$ cat src/rtl/tone_pkg.sv
// Shared types and note-table helpers for the tone sequencer.
// The half-period table is built at elaboration time, so no run-time divider is inferred.
package tone_pkg;

  localparam int IDX_W    = 3;
  localparam int NOTE_CNT = 8;

  localparam int unsigned NOTE_HZ [NOTE_CNT] = '{523, 587, 659, 698, 783, 880, 987, 1046};

  typedef enum logic [1:0] {
    IDLE,
    PLAY,
    GAP
  } state_t;

  typedef logic [NOTE_CNT-1:0][31:0] note_table_t;

  function automatic note_table_t half_period_table(input int unsigned clk_hz);
    note_table_t t;
    for (int i = 0; i < NOTE_CNT; i++) begin
      t[i] = 32'(clk_hz / (2 * NOTE_HZ[i]));
    end
    return t;
  endfunction

endpackage

$ cat src/rtl/note_rom.sv
// Constant lookup from note index to the divider half-period count.
module note_rom
  import tone_pkg::*;
#(
  parameter int unsigned CLK_HZ = 50_000_000
) (
  input  logic [IDX_W-1:0] idx,
  output logic [31:0]      half_period
);

  localparam note_table_t TABLE = half_period_table(CLK_HZ);

  assign half_period = TABLE[idx];

endmodule

$ cat src/rtl/tone_sequencer.sv
// Steps through an 8-note scale, gating a downstream clock divider with
// tone_en and supplying its half-period count.
//
// state | meaning
// IDLE  | silent, counter held at 0, next steps the note manually
// PLAY  | tone audible, counter runs toward NOTE_CYC when auto is set
// GAP   | silent pause between notes, counter runs toward GAP_CYC
module tone_sequencer
  import tone_pkg::*;
#(
  parameter int unsigned CLK_HZ   = 50_000_000,
  parameter int unsigned NOTE_CYC = 25_000_000,
  parameter int unsigned GAP_CYC  = 2_500_000
) (
  input  logic             inclk,
  input  logic             reset,
  input  logic             play,
  input  logic             auto,
  input  logic             next,
  output logic [31:0]      div_clk_count,
  output logic             tone_en,
  output logic [IDX_W-1:0] note_idx,
  output logic             note_strobe
);

  localparam note_table_t TABLE     = half_period_table(CLK_HZ);
  localparam logic [31:0] DIV_RST   = TABLE[0];
  localparam logic [31:0] NOTE_LAST = 32'(NOTE_CYC - 1);
  localparam logic [31:0] GAP_LAST  = 32'(GAP_CYC - 1);

  state_t           state;
  logic [31:0]      cnt;
  logic [IDX_W-1:0] idx_inc;
  logic [31:0]      div_inc;

  // The ROM always looks one note ahead so index and count update on the same edge.
  assign idx_inc = note_idx + IDX_W'(1);

  note_rom #(.CLK_HZ(CLK_HZ)) u_note_rom (
    .idx         (idx_inc),
    .half_period (div_inc)
  );

  always_ff @(posedge inclk or posedge reset) begin
    if (reset) begin
      state         <= IDLE;
      cnt           <= '0;
      note_idx      <= '0;
      div_clk_count <= DIV_RST;
      tone_en       <= 1'b0;
      note_strobe   <= 1'b0;
    end else begin
      note_strobe <= 1'b0;
      case (state)
        IDLE: begin
          cnt <= '0;
          if (play) begin
            state   <= PLAY;
            tone_en <= 1'b1;
          end else if (next) begin
            note_idx      <= idx_inc;
            div_clk_count <= div_inc;
            note_strobe   <= 1'b1;
          end
        end
        PLAY: begin
          if (!play) begin
            state   <= IDLE;
            cnt     <= '0;
            tone_en <= 1'b0;
          end else if (next || (auto && cnt == NOTE_LAST)) begin
            state   <= GAP;
            cnt     <= '0;
            tone_en <= 1'b0;
          end else begin
            cnt <= cnt + 32'd1;
          end
        end
        GAP: begin
          if (!play) begin
            state   <= IDLE;
            cnt     <= '0;
            tone_en <= 1'b0;
          end else if (cnt == GAP_LAST) begin
            state         <= PLAY;
            cnt           <= '0;
            tone_en       <= 1'b1;
            note_idx      <= idx_inc;
            div_clk_count <= div_inc;
            note_strobe   <= 1'b1;
          end else begin
            cnt <= cnt + 32'd1;
          end
        end
        default: begin
          state   <= IDLE;
          cnt     <= '0;
          tone_en <= 1'b0;
        end
      endcase
    end
  end

endmodule

$ cat config.mk
export PLATFORM = sky130hd
export DESIGN_NAME = tone_sequencer
export DESIGN_NICKNAME = d
export VERILOG_FILES = /design/src/rtl/tone_pkg.sv /design/src/rtl/note_rom.sv /design/src/rtl/tone_sequencer.sv
export SDC_FILE = /design/constraint.sdc
export NUM_CORES = 1
export LEC_CHECK = 0
export ABC_AREA = 1
export CORE_ASPECT_RATIO = 1.5
export CORE_UTILIZATION = 36
export CTS_BUF_LIST = sky130_fd_sc_hd__clkbuf_16
export DETAILED_ROUTE_END_ITERATION = 6
export GPL_TIMING_DRIVEN = 0
export PLACE_DENSITY = 0.56
export SETUP_SLACK_MARGIN = 0.5
export SLEW_MARGIN = 0
export SYNTH_ARGS = -nofsm -noshare
export SYNTH_HDL_FRONTEND = slang
export SYNTH_SLANG_ARGS = --single-unit
$ cat constraint.sdc
create_clock -name inclk -period 1.7 [get_ports inclk]
set_input_delay 0.34 -clock inclk [delete_from_list [all_inputs] [get_ports inclk]]
set_output_delay 0.34 -clock inclk [all_outputs]
set_load 0.01 [all_outputs]
* Word level (Yosys, flattened, before mapping)
Memories as Yosys holds them, arrays and structs flattened.
Cells that the tools add are included.
** Word-level totals
- Latch bits :: 0
- Bits in read-only memories :: 256
- Register bits :: 71
- Bits of input ports :: 5
- Memories kept :: 1
- Memory bits (writable) :: 0
** Operators by class
- Bitwise operators :: 0
- Div/mod/pow operators :: 0
- Equal/unequal tests :: 11
- Add/sub/neg operators :: 2
- Order comparisons :: 1
- Muxes and demuxes :: 33
- Reductions and logical operators :: 6
- Shift operators :: 0
- Multipliers :: 0
** Memory list
- (name not given) :: words 8, width 32, rd ports 1, clocked after Yosys merged registers in 0, wr ports 0, RTL line note_rom.sv:13 : assign half_period = TABLE[idx];
** Operators by type and width (number)
- $mux W32 :: 9
- $pmux W32 S2 :: 2
- $add A32 B1 Y32 const B :: 1
- $eq A32 B22 Y1 const B :: 1
- $eq A32 B25 Y1 const B :: 1
- $mux W3 :: 4
- $mux W2 :: 5
- $ne A2 B2 Y1 const B :: 5
- $mux W1 :: 9
- $ne A3 B3 Y1 const B :: 2
- $pmux W2 S3 :: 1
- $pmux W3 S2 :: 1
- $reduce_and A5 Y1 :: 1
- $lt A3 B4 Y1 const B :: 1
- $add A3 B1 Y3 const B :: 1
- $pmux W1 S3 :: 1
- $reduce_and A3 Y1 :: 1
- $eq A2 B1 Y1 const B :: 1
- $eq A2 B2 Y1 const B :: 1
- $logic_not A2 Y1 :: 1
- $pmux W1 S2 :: 1
- $reduce_bool A2 Y1 :: 1
- $logic_and A1 B1 Y1 :: 1
- $logic_or A1 B1 Y1 :: 1

* Longest topological paths before layout
Gate-level depths: netlist (run 1).
- Depth after elaboration :: 6
- Mapped depth :: 11
- Gate-level depth less buffers :: 10

* Modules after synthesis
Synthesis (run 1) repeated with hierarchy kept, for this count alone.
** Second synthesis, totals
- Cell total of the unflattened synthesis :: 549
- Area, all modules :: 4095.2 um2
** Modules (own cells, without submodules)
- tone_sequencer :: times used 1, cells each 490, area each 3727.3 um2
- note_rom :: times used 1, cells each 59, area each 367.9 um2

* Worst setup path after synthesis (run 1)
Ideal clock, no wire load.
- Path type :: flip-flop to flip-flop
- From :: reg note_idx[0]
- To :: reg div_clk_count[11]
- Stages on the path, launching flop included :: 8
- Setup slack :: -18 ps
- Period minus slack after synthesis :: 1718 ps
- Required time :: 1640 ps
- Data arrival time :: 1658 ps
- Library setup time :: 60 ps
- Path through :: dfrtp_1 > inv_1 > ha_1 > xnor2_1 > or2_2 > o21ai_0 > nand3_1 > nand2_1
** On the way
- Longest elaborated chain between the ends :: 6
** Ends and longest elaborated chain
- start, declared :: RTL line tone_sequencer.sv:22 : output logic [IDX_W-1:0] note_idx,
- start signal, assigned :: RTL line tone_sequencer.sv:61 : note_idx <= idx_inc;
- start signal, assigned :: RTL line tone_sequencer.sv:88 : note_idx <= idx_inc;
- $add A3 B1 Y3 (*) :: RTL line tone_sequencer.sv:37 : assign idx_inc = note_idx + IDX_W'(1);
- named net idx_inc[0] :: RTL line tone_sequencer.sv:33 : logic [IDX_W-1:0] idx_inc;
- $mem_v2 Z8 W32 (*)
- $mux W32 (not written as such) (*) :: RTL line note_rom.sv:13
- $mux W32, on equally long branches :: RTL line tone_sequencer.sv:84, tone_sequencer.sv:60
- $mux W32, on equally long branches :: RTL line tone_sequencer.sv:80, tone_sequencer.sv:57
- $pmux W32 S2 (*) :: RTL line tone_sequencer.sv:54 : case (state)
- end signal, assigned :: RTL line tone_sequencer.sv:62 : div_clk_count <= div_inc;
- end signal, assigned :: RTL line tone_sequencer.sv:89 : div_clk_count <= div_inc;
- end, declared :: RTL line tone_sequencer.sv:20 : output logic [31:0] div_clk_count,
Mark *: on every way through the listed nets, which the timed path passes. The rest lies on a longest branch. The select of a mux whose other input is x is not followed.
A chain may end at the register's enable or synchronous reset.

* Final worst setup path (run 1)
- From :: reg cnt[1]
- To :: reg div_clk_count[10]
** On the way
- Longest elaborated chain between the ends :: 3
** Ends and longest elaborated chain
- start, declared :: RTL line tone_sequencer.sv:32 : logic [31:0] cnt;
- start signal, assigned :: RTL line tone_sequencer.sv:76 : cnt <= cnt + 32'd1;
- start signal, assigned :: RTL line tone_sequencer.sv:92 : cnt <= cnt + 32'd1;
- $eq A32 B22 Y1 :: RTL line tone_sequencer.sv:84 : end else if (cnt == GAP_LAST) begin
- $ne A2 B2 Y1 (no line)
- $reduce_and A5 Y1 (no line)
Every way passes these cells.

==> results, run 1 <==
- The flow ran to the end, but the final reports show violations.
- The checks that failed: negative setup slack.
- The die is around 120 um tall.
- The analysis attributes to net switching a power of 2.17 mW.
- The share of synthesized flip-flops with an asynchronous set or reset is 100%.
- For flop-to-flop paths, the worst setup slack is -0.06 ns.
- The CTS tree is yes.
- Sequential elements use 39.7% of the synthesized area.
- The count of standard-cell rows is 42.
- The aggregate global-route resource usage is 20.9%.
- The synthesized instance count is 446.
- The total inserted antenna cells is 0.
- The arrival time of data at the critical path endpoint is 1.96 ns.
- The die area is 9770 um^2.
- The number of antenna violations at the first check in global routing came to 0.
- Summed over all cells, the static leakage comes to 2.13 nW.
- Derived from the worst setup path, the maximum achievable clock frequency is around 570 MHz.
- Traced cell by cell, the critical path runs through ha_4 > nand2_4 > nor2_4 > nand3_2 > nor2_4 > buf_6 > nand3_4 > nand2_8 > nand2_8 > buf_6 > nand2_1 > nand2_1.
- The area growth from synthesis to layout is 41.7%.
- The clock root buffer master is sky130_fd_sc_hd__clkbuf_16.
- The number of warnings reported in the yosys synthesis log is 0.
- In this design, the stage delay of the slowest critical-path cell is 0.39 ns.
- The cell with the largest stage delay on the worst path is sky130_fd_sc_hd__dfrtp_1.
- The final number of setup-violating endpoints is 33.
- The final layout contains between 500 and 600 nets.
- Across the VDD grid, the largest voltage drop is 964 uV.
- The final-report max-slew violation count is 0.
- The critical path is of the register to register type.
- The clock tree buffer depth is 2.
- The worst-path maximum fanout is 5.
- The initial utilization of the core area, before any placement, comes to 37.8%.
- The floorplan step set the die width to 81.0 um.
- The number of CTS-inserted buffers is 5.
- The hold buffer count at cts is 0.
- The H-tree depth reported by CTS is 2.
- Measured against its own limit, the worst slew margin works out to between 50% and 60%.
- At the worst endpoint, the required time is 1.90 ns.
- Clock skew on the completed layout was measured at 0.00715 ns.
- Synthesis instantiated 29 different standard cells from the library.
- 42 I/O pins were placed.
- Max-cap violations in this run came to 0.
- The post-route fraction of the period consumed by the critical path is 104%.
- The average vias per placed instance is 4.77.
- During placement, the flow inserted port buffers numbering 24.
- Internal power comes to between 3 and 4 mW.
- The detailed router's first-iteration violation count is 177.
- The flip-flop and latch count after synthesis is 53.
- The total count of hold-check failures in the final report was 0.
- Setup total negative slack on the finished layout was measured at -1.02 ns.
- The later pin in the worst-skew pair is clocked with a latency of 0.30 ns.
- The number of buffers and inverters on the critical path is 2.
- CTS saw between 50 and 60 sinks.
- The slack of the critical path is -0.0603 ns.
- The total wire length after detailed routing is 9.61 mm.
- The switching power share of the total is a little under two fifths.
- The portion of total power attributed to the clock network is roughly 18%.
- The critical path starts at cnt[1].
- Of the cells placed in the final design, the portion with a size suffix greater than 1 is 37.9%.
- For the pin with the worst max-slew slack, the measured transition is about 0.64 ns.
- Dividing total power by cell area gives a power density of 1210 nW/um^2.
- After detailed routing, the number of remaining DRC violations is 0.
- The number of global-route vias before repair was approximately 3,100.
- The total number of vias is around 3,100.
- The number of search-and-repair iterations in the first detailed-routing pass is 6.
- A synthesized cell averages roughly 7.6 um^2.
- At the end of routability-driven placement, the weighted congestion stood at 0.910.
- Entering global routing, the biggest net connects 28 pins.
- The count of nets left with antenna violations once routing finished came out at 0.
- Setup repair after global routing could not meet its margin everywhere.
- The half-perimeter wire length after placement is approximately 6.5 mm.
- The core region is 8930 um^2.
- In this run the most critical hold path is launched from tone_en.
- The global-route wire length before repair is roughly 15 mm.
- The register share of total power is 31.2%.
- The average wire per standard cell is 14.6 um.
- The relative contribution of combinational cells to total power is 51.3%.
- The largest delay contributor family on the critical path is simple AND/OR/NAND/NOR gates.
- Subtracting the final worst setup slack from the clock period gives between 1.5 and 2 ns.
- The flip-flop cell with the highest count after synthesis is sky130_fd_sc_hd__dfrtp_1.
- The critical register-to-register path startpoint is cnt[1].
- The tightest min-delay check is of the register to register type.
- STA classifies the critical path endpoint as a register.
- The total overflow left after global routing is 0.
- The kind of start point of the critical path is a register.
- In this run, synthesis inferred 0 flip-flops with an integrated enable.
- The clock input transition at the sequential cells of the worst setup and hold paths is 0.07 ns.
- The design draws 5.80 mW.
- The post-synth design cell area is 3370 um^2.
[cells in the mapped netlist, types with 9 or more instances]
| cell | number | share of area [%] |
|---|---|---|
| sky130_fd_sc_hd__dfrtp_1 | 43 | 32 |
| sky130_fd_sc_hd__nor2_1 | 65 | 7.2 |
| sky130_fd_sc_hd__nor2_2 | 14 | 2.6 |
| sky130_fd_sc_hd__nand4_1 | 11 | 2.0 |
| sky130_fd_sc_hd__inv_1 | 46 | 5.1 |
| sky130_fd_sc_hd__dfstp_2 | 10 | 7.8 |
| sky130_fd_sc_hd__nor3_1 | 14 | 2.1 |
| sky130_fd_sc_hd__o21ai_0 | 9 | 1.3 |
| sky130_fd_sc_hd__nand3_1 | 34 | 5.0 |
| sky130_fd_sc_hd__xor2_1 | 22 | 5.7 |
| sky130_fd_sc_hd__nand2_1 | 119 | 13 |
| sky130_fd_sc_hd__buf_4 | 19 | 4.2 |
| sky130_fd_sc_hd__ha_1 | 12 | 4.5 |
[path summary, 6_finish.rpt]
kind	end	cells past startpoint
worst min register to register	tone_en	2
max in group asynchronous	cnt[21]	2
worst min-delay path	tone_en	2
worst max register to register	div_clk_count[10]	12
worst max-delay path	div_clk_count[10]	12
min in group asynchronous	cnt[14]	2
[metal layers]
layer	GRT usage [%]	vias up	share of wire (%)
li1	-	1559	-
met2	37.9	69	55
met3	3.40	26	2.7
met5	0	-	0
met4	14.3	0	4.8
met1	21.1	1492	38
[metrics by stage]
step           std cells  utilization (%)  cell area, um^2  setup WS [ns]  hold WS, ns
2_1_floorplan        462                -             3500          0.116        0.398
3_3_place_gp         596             43.4             3880         -0.208        0.449
3_5_place_dp         596             43.4             3880         -0.232        0.451
4_1_cts              642             50.1             4480        -0.0464        0.472
5_1_grt              659             53.5             4780         -0.116        0.485
6_report             659             53.5             4780        -0.0603        0.467
[registers in the layout, indices dropped and copies added (netlist names)]
name and flops:
cnt 32, div_clk_count 15, note_strobe 1, state 2
note_idx 2, tone_en 1
[power groups by stage]
stage               Clock, mW  Combinational [mW]  Sequential [mW]
detailed placement          0                2.18             1.83
finish                   1.02                2.98             1.81
global route             1.08                3.25             1.84
CTS                      1.02                2.73             1.81
floorplan                   0                1.36             1.89
global placement            0                2.16             1.83
[cells by family after synthesis]
group	after synthesis	share of synthesized area, %
AOI/OAI and AO/OA	10	1.59
adders and majority gates	12	4.45
DFF	53	39.7
other	1	0.111
and+or+nand+nor	272	35.7
xor gates and xnor gates	27	7.01
buffers and inverters	71	11.4
[placed cells by master, fill, tap and decap left out, drive strengths merged]
master         count
nand2            128
buf               96
nor2              79
inv               48
dfrtp             43
nand3             35
xor2              22
conb              17
nor3              15
ha                12
nand4             11
dfstp             10
o21ai             10
clkbuf             6
xnor2              5
clkdlybuf4s50      4
or2                3
clkinvlp           2
nand3b             1
nand2b             1
clkinv             1
[repair_timing]
action                                  4_1_cts  5_1_grt
resized for setup                           137       49
setup buffers                                34       16
pin swaps                                    12       15
hold endpoints to repair                      0        0
endpoints found under the setup margin      126       67
cloned                                        4        1
[worst register-to-register path, cell delays in order (launching register included)]
cell                      delay (ns)
sky130_fd_sc_hd__dfrtp_1        0.39
sky130_fd_sc_hd__ha_4           0.16
sky130_fd_sc_hd__nand2_4        0.07
sky130_fd_sc_hd__nor2_4         0.13
sky130_fd_sc_hd__nand3_2        0.10
sky130_fd_sc_hd__nor2_4         0.14
sky130_fd_sc_hd__buf_6          0.12
sky130_fd_sc_hd__nand3_4        0.09
sky130_fd_sc_hd__nand2_8        0.13
sky130_fd_sc_hd__nand2_8        0.07
sky130_fd_sc_hd__buf_6          0.15
sky130_fd_sc_hd__nand2_1        0.05
sky130_fd_sc_hd__nand2_1        0.04
[cell type report]
cell class | count | area, um^2
fill | 877 | 4150
multi-input combinational | 339 | 2020
sequential | 53 | 1350
timing repair buffer | 77 | 726
buffer | 24 | 224
inverter | 47 | 180
tap | 110 | 138
clock buffer | 5 | 125
clock inverter | 3 | 11.3
timing repair inverter | 1 | 7.51
No activity file was read; power rests on OpenSTA's default activity.
==> run 2: changes to the inputs <==
--- a/config.mk
+++ b/config.mk
@@ -7,11 +7,11 @@
 export LEC_CHECK = 0
 export ABC_AREA = 1
 export CORE_ASPECT_RATIO = 1.5
-export CORE_UTILIZATION = 36
+export CORE_UTILIZATION = 40
 export CTS_BUF_LIST = sky130_fd_sc_hd__clkbuf_16
 export DETAILED_ROUTE_END_ITERATION = 6
 export GPL_TIMING_DRIVEN = 0
-export PLACE_DENSITY = 0.56
+export REMOVE_ABC_BUFFERS = 1
 export SETUP_SLACK_MARGIN = 0.5
 export SLEW_MARGIN = 0
 export SYNTH_ARGS = -nofsm -noshare
==> run 2 against run 1 <==
  * The run still ends with negative setup slack left
  * First-iteration DRC count rose by 1.7%
  * Non-clock buffer count fell by 40
  * Flip-flop and latch count did not move
  * Via count fell by 2.4%
  * Final area fell by 3.0%
  * Sequential power barely moved
  * Routed wire length fell by 2.6%
  * Clock power barely moved
  * Clock skew fell by 0.0020 ns
  * Critical endpoint is now cnt[26]
  * Largest power group unchanged
==> results, run 2 (synthesized netlist as in run 1, its figures left out) <==
- The later-pin clock latency in the skew report came to 0.29 ns (was 0.30 ns).
- The total inserted antenna cells is 0 (unchanged).
- The met3 usage in global routing is 3.75% (was 3.40%).
- The die area was 8810 um^2 (was 9770 um^2).
- The sink count of the clock tree is 53 (unchanged).
- The die span in x is 77.0 um (was 81.0 um).
- The number of CTS-inserted buffers is 5 (unchanged).
- The start point of the critical path was cnt[23] (was cnt[1]).
- Most frequent cells in the layout: 107 x sky130_fd_sc_hd__nand2_1, 43 x sky130_fd_sc_hd__inv_1, 41 x sky130_fd_sc_hd__nor2_1, 36 x sky130_fd_sc_hd__dfrtp_1, 24 x sky130_fd_sc_hd__nor2_2 (was 106 x sky130_fd_sc_hd__nand2_1, 57 x sky130_fd_sc_hd__buf_4, 42 x sky130_fd_sc_hd__nor2_1, 40 x sky130_fd_sc_hd__inv_1, 35 x sky130_fd_sc_hd__dfrtp_1).
- The switching power share of the total came to 40.6% (was 37.5%).
- The portion of total power attributed to the clock network is 16.0% (was 17.5%).
- The sort of element at the end of the critical path is a register (unchanged).
- The relative slew slack is 52.8% (was 57.3%).
- The detailed router's first-iteration violation count is 180 (was 177).
- The total power divided by cell area is 1350 nW/um^2 (was 1210 nW/um^2).
- The met1 global-route usage was 22.7% (was 21.1%).
- The clock input transition at the sequential cells of the worst setup and hold paths is 0.07 ns (about the same).
- The worst-path maximum fanout came to 8 (was 5).
- The total number of vias is 3,071 (was 3,146).
- The worst slack on hold paths was 0.387 ns (was 0.467 ns).
- The H-tree depth reported by CTS is 2 (unchanged).
- The slack of the critical path is -0.0233 ns (was -0.0603 ns).
- The path class of the lowest-slack min-delay path is input pin to async pin (was register to register).
- The number of filler cells placed in the layout was 731 (was 877).
- The final clock skew is 0.00520 ns (was 0.00715 ns).
- The half-perimeter wire length after placement is 5.94 mm (was 6.51 mm).
- The CTS tree is yes (unchanged).
- The overall die height is 114 um (was 121 um).
- The top achievable clock speed is 580 MHz (was 568 MHz).
- The arrival time of data at the critical path endpoint is 1.91 ns (was 1.96 ns).
- The count of max-cap constraint violations came to 0 (unchanged).
- The placed standard-cell area was 3620 um^2 (was 3880 um^2).
- The maximum number of pins on one net before global-route repair is 34 (was 28).
- The share of final-layout standard cells stronger than drive strength 1 was 35.2% (was 37.9%).
- The type of the setup path with the least slack is register to register (unchanged).
- The internal power consumption is 3.71 mW (was 3.63 mW).
- The slew at the pin closest to its max-slew limit is 0.707 ns (was 0.639 ns).
- The average vias per placed instance came to 4.98 (was 4.77).
- The global-route wire length before repair is 15.1 mm (was 14.9 mm).
- The clock tree buffer depth is 2 (unchanged).
- The count of port buffers added during placement is 24 (unchanged).
- The final critical-path required period is 1.72 ns (was 1.76 ns).
- The post-route core utilization is 57.2% (was 53.5%).
- The number of global-route vias before repair is 3,123 (was 3,091).
- The average wire per standard cell was 15.2 um (was 14.6 um).
- The routing usage on met2 is 42.3% (was 37.9%).
- The final weighted congestion in routability-driven placement is 0.927 (was 0.910).
- The worst ir drop on vdd is 1120 uV (was 964 uV).
- The final non-filler cell total is 617 (was 659).
- The post-detailed-route count of antenna-violating nets is 0 (unchanged).
- The data required time of the critical path is 1.88 ns (was 1.90 ns).
- Registers with the highest flip-flop counts: cnt (32), div_clk_count (15) (unchanged).
- Outcome: complete, but fails checks (unchanged).
- The area of all placed cells without fillers was 4640 um^2 (was 4780 um^2).
- The I/O pin total is 42 (unchanged).
- The cell count after placement is 568 (was 596).
- The total wire length after detailed routing came to 9.36 mm (was 9.61 mm).
- The number of search-and-repair iterations in the first detailed-routing pass was 4 (was 6).
- The register with the highest flop count is cnt (unchanged).
- The relative contribution of combinational cells to total power came to 55.4% (was 51.3%).
- The post-route fraction of the period consumed by the critical path is 101% (was 104%).
- The area growth from synthesis to layout is 37.5% (was 41.7%).
- The number of antenna violations at the first check in global routing is 0 (unchanged).
- The count of standard-cell rows is 40 (was 42).
- The busiest layer in global routing is met2 (unchanged).
- Violations in the final reports: negative setup slack (unchanged).
- The switching component of the power is 2.53 mW (was 2.17 mW).
- The total power draw is 6.24 mW (was 5.80 mW).
- The effective utilization at floorplan is 41.6% (was 37.8%).
- The DRC violation count after routing is 0 (unchanged).
- The final-report max-slew violation count came to 0 (unchanged).
- The kind of start point of the critical path is a register (unchanged).
- The area of the core was 8110 um^2 (was 8930 um^2).
- Unrepaired setup endpoints after global routing: yes (unchanged).
- The aggregate global-route resource usage is 22.5% (was 20.9%).
- The final number of setup-violating endpoints is 20 (was 33).
- The leading cell type in the layout, fill and taps excluded is sky130_fd_sc_hd__nand2_1 (unchanged).
- The setup total negative slack came to -0.189 ns (was -1.02 ns).
- The number of flip-flops in the largest register is 32 (unchanged).
- The total number of nets in the final design is 528 (was 565).
- The pre-CTS setup slack was -0.375 ns (was -0.232 ns).
- The clock root buffer master was sky130_fd_sc_hd__clkbuf_16 (unchanged).
- The static leakage power came to 1.94 nW (was 2.13 nW).
- The critical register-to-register path startpoint is cnt[23] (was cnt[1]).
- The register share of total power is 28.6% (was 31.2%).
- The total count of hold-check failures in the final report came to 0 (unchanged).
- The aggregate global routing overflow is 0 (unchanged).
==> run 2: power groups by stage <==
| stage | Combinational [mW] | Sequential [mW] | Clock, mW |
|---|---|---|---|
| after floorplan | 1.09 | 1.87 | 0 |
| final | 3.46 | 1.79 | 1.00 |
| after global routing | 3.74 | 1.81 | 1.08 |
| after detailed placement | 1.90 | 1.80 | 0 |
| after global placement | 1.88 | 1.80 | 0 |
| after CTS | 3.15 | 1.79 | 1.03 |
==> run 2: critical path: stages, from the launching register on <==
cell and delay (ns):
sky130_fd_sc_hd__dfrtp_1 0.46, sky130_fd_sc_hd__nor3_1 0.20, sky130_fd_sc_hd__nand3_1 0.17, sky130_fd_sc_hd__nor2_4 0.19, sky130_fd_sc_hd__nand2_2 0.10, sky130_fd_sc_hd__nand2_4 0.14, sky130_fd_sc_hd__nand2_8 0.12, sky130_fd_sc_hd__nand2_8 0.16
sky130_fd_sc_hd__nor2_1 0.06
==> run 2: final cells by class <==
class                      instances  area [um^2]  area share [%]
clock buffer                       5          125            2.70
multi-input combinational        343         2200            47.5
sequential                        53         1350            29.1
tap                              105          131            2.83
clock inverter                     3         15.0           0.324
timing repair buffer              61          639            13.8
inverter                          47          179            3.86
==> run 2: worst paths after layout <==
kind                                     endpoint  slack [ns]  cells past startpoint
worst max-delay path                      cnt[26]       -0.02                      8
worst min-delay path                  note_strobe        0.39                      2
worst max register to register            cnt[26]       -0.02                      8
worst min register to register   div_clk_count[7]        0.48                      2
max in group asynchronous       div_clk_count[11]        0.70                      3
min in group inclk               div_clk_count[7]        0.48                      2
==> run 2: timing repair <==
action / 4_1_cts / 5_1_grt
buffers inserted: 28 / 7
cloned: 6 / 0
setup endpoints to repair: 73 / 67
resized for setup: 161 / 52
pin swaps: 32 / 17
hold buffers: 0 / 0
==> run 2: routing by layer <==
metal / vias to the layer above / wire [um]
met4: 0 / 562
met2: 96 / 5100
met5: - / 0
li1: 1490 / -
met3: 42 / 312
met1: 1443 / 3380
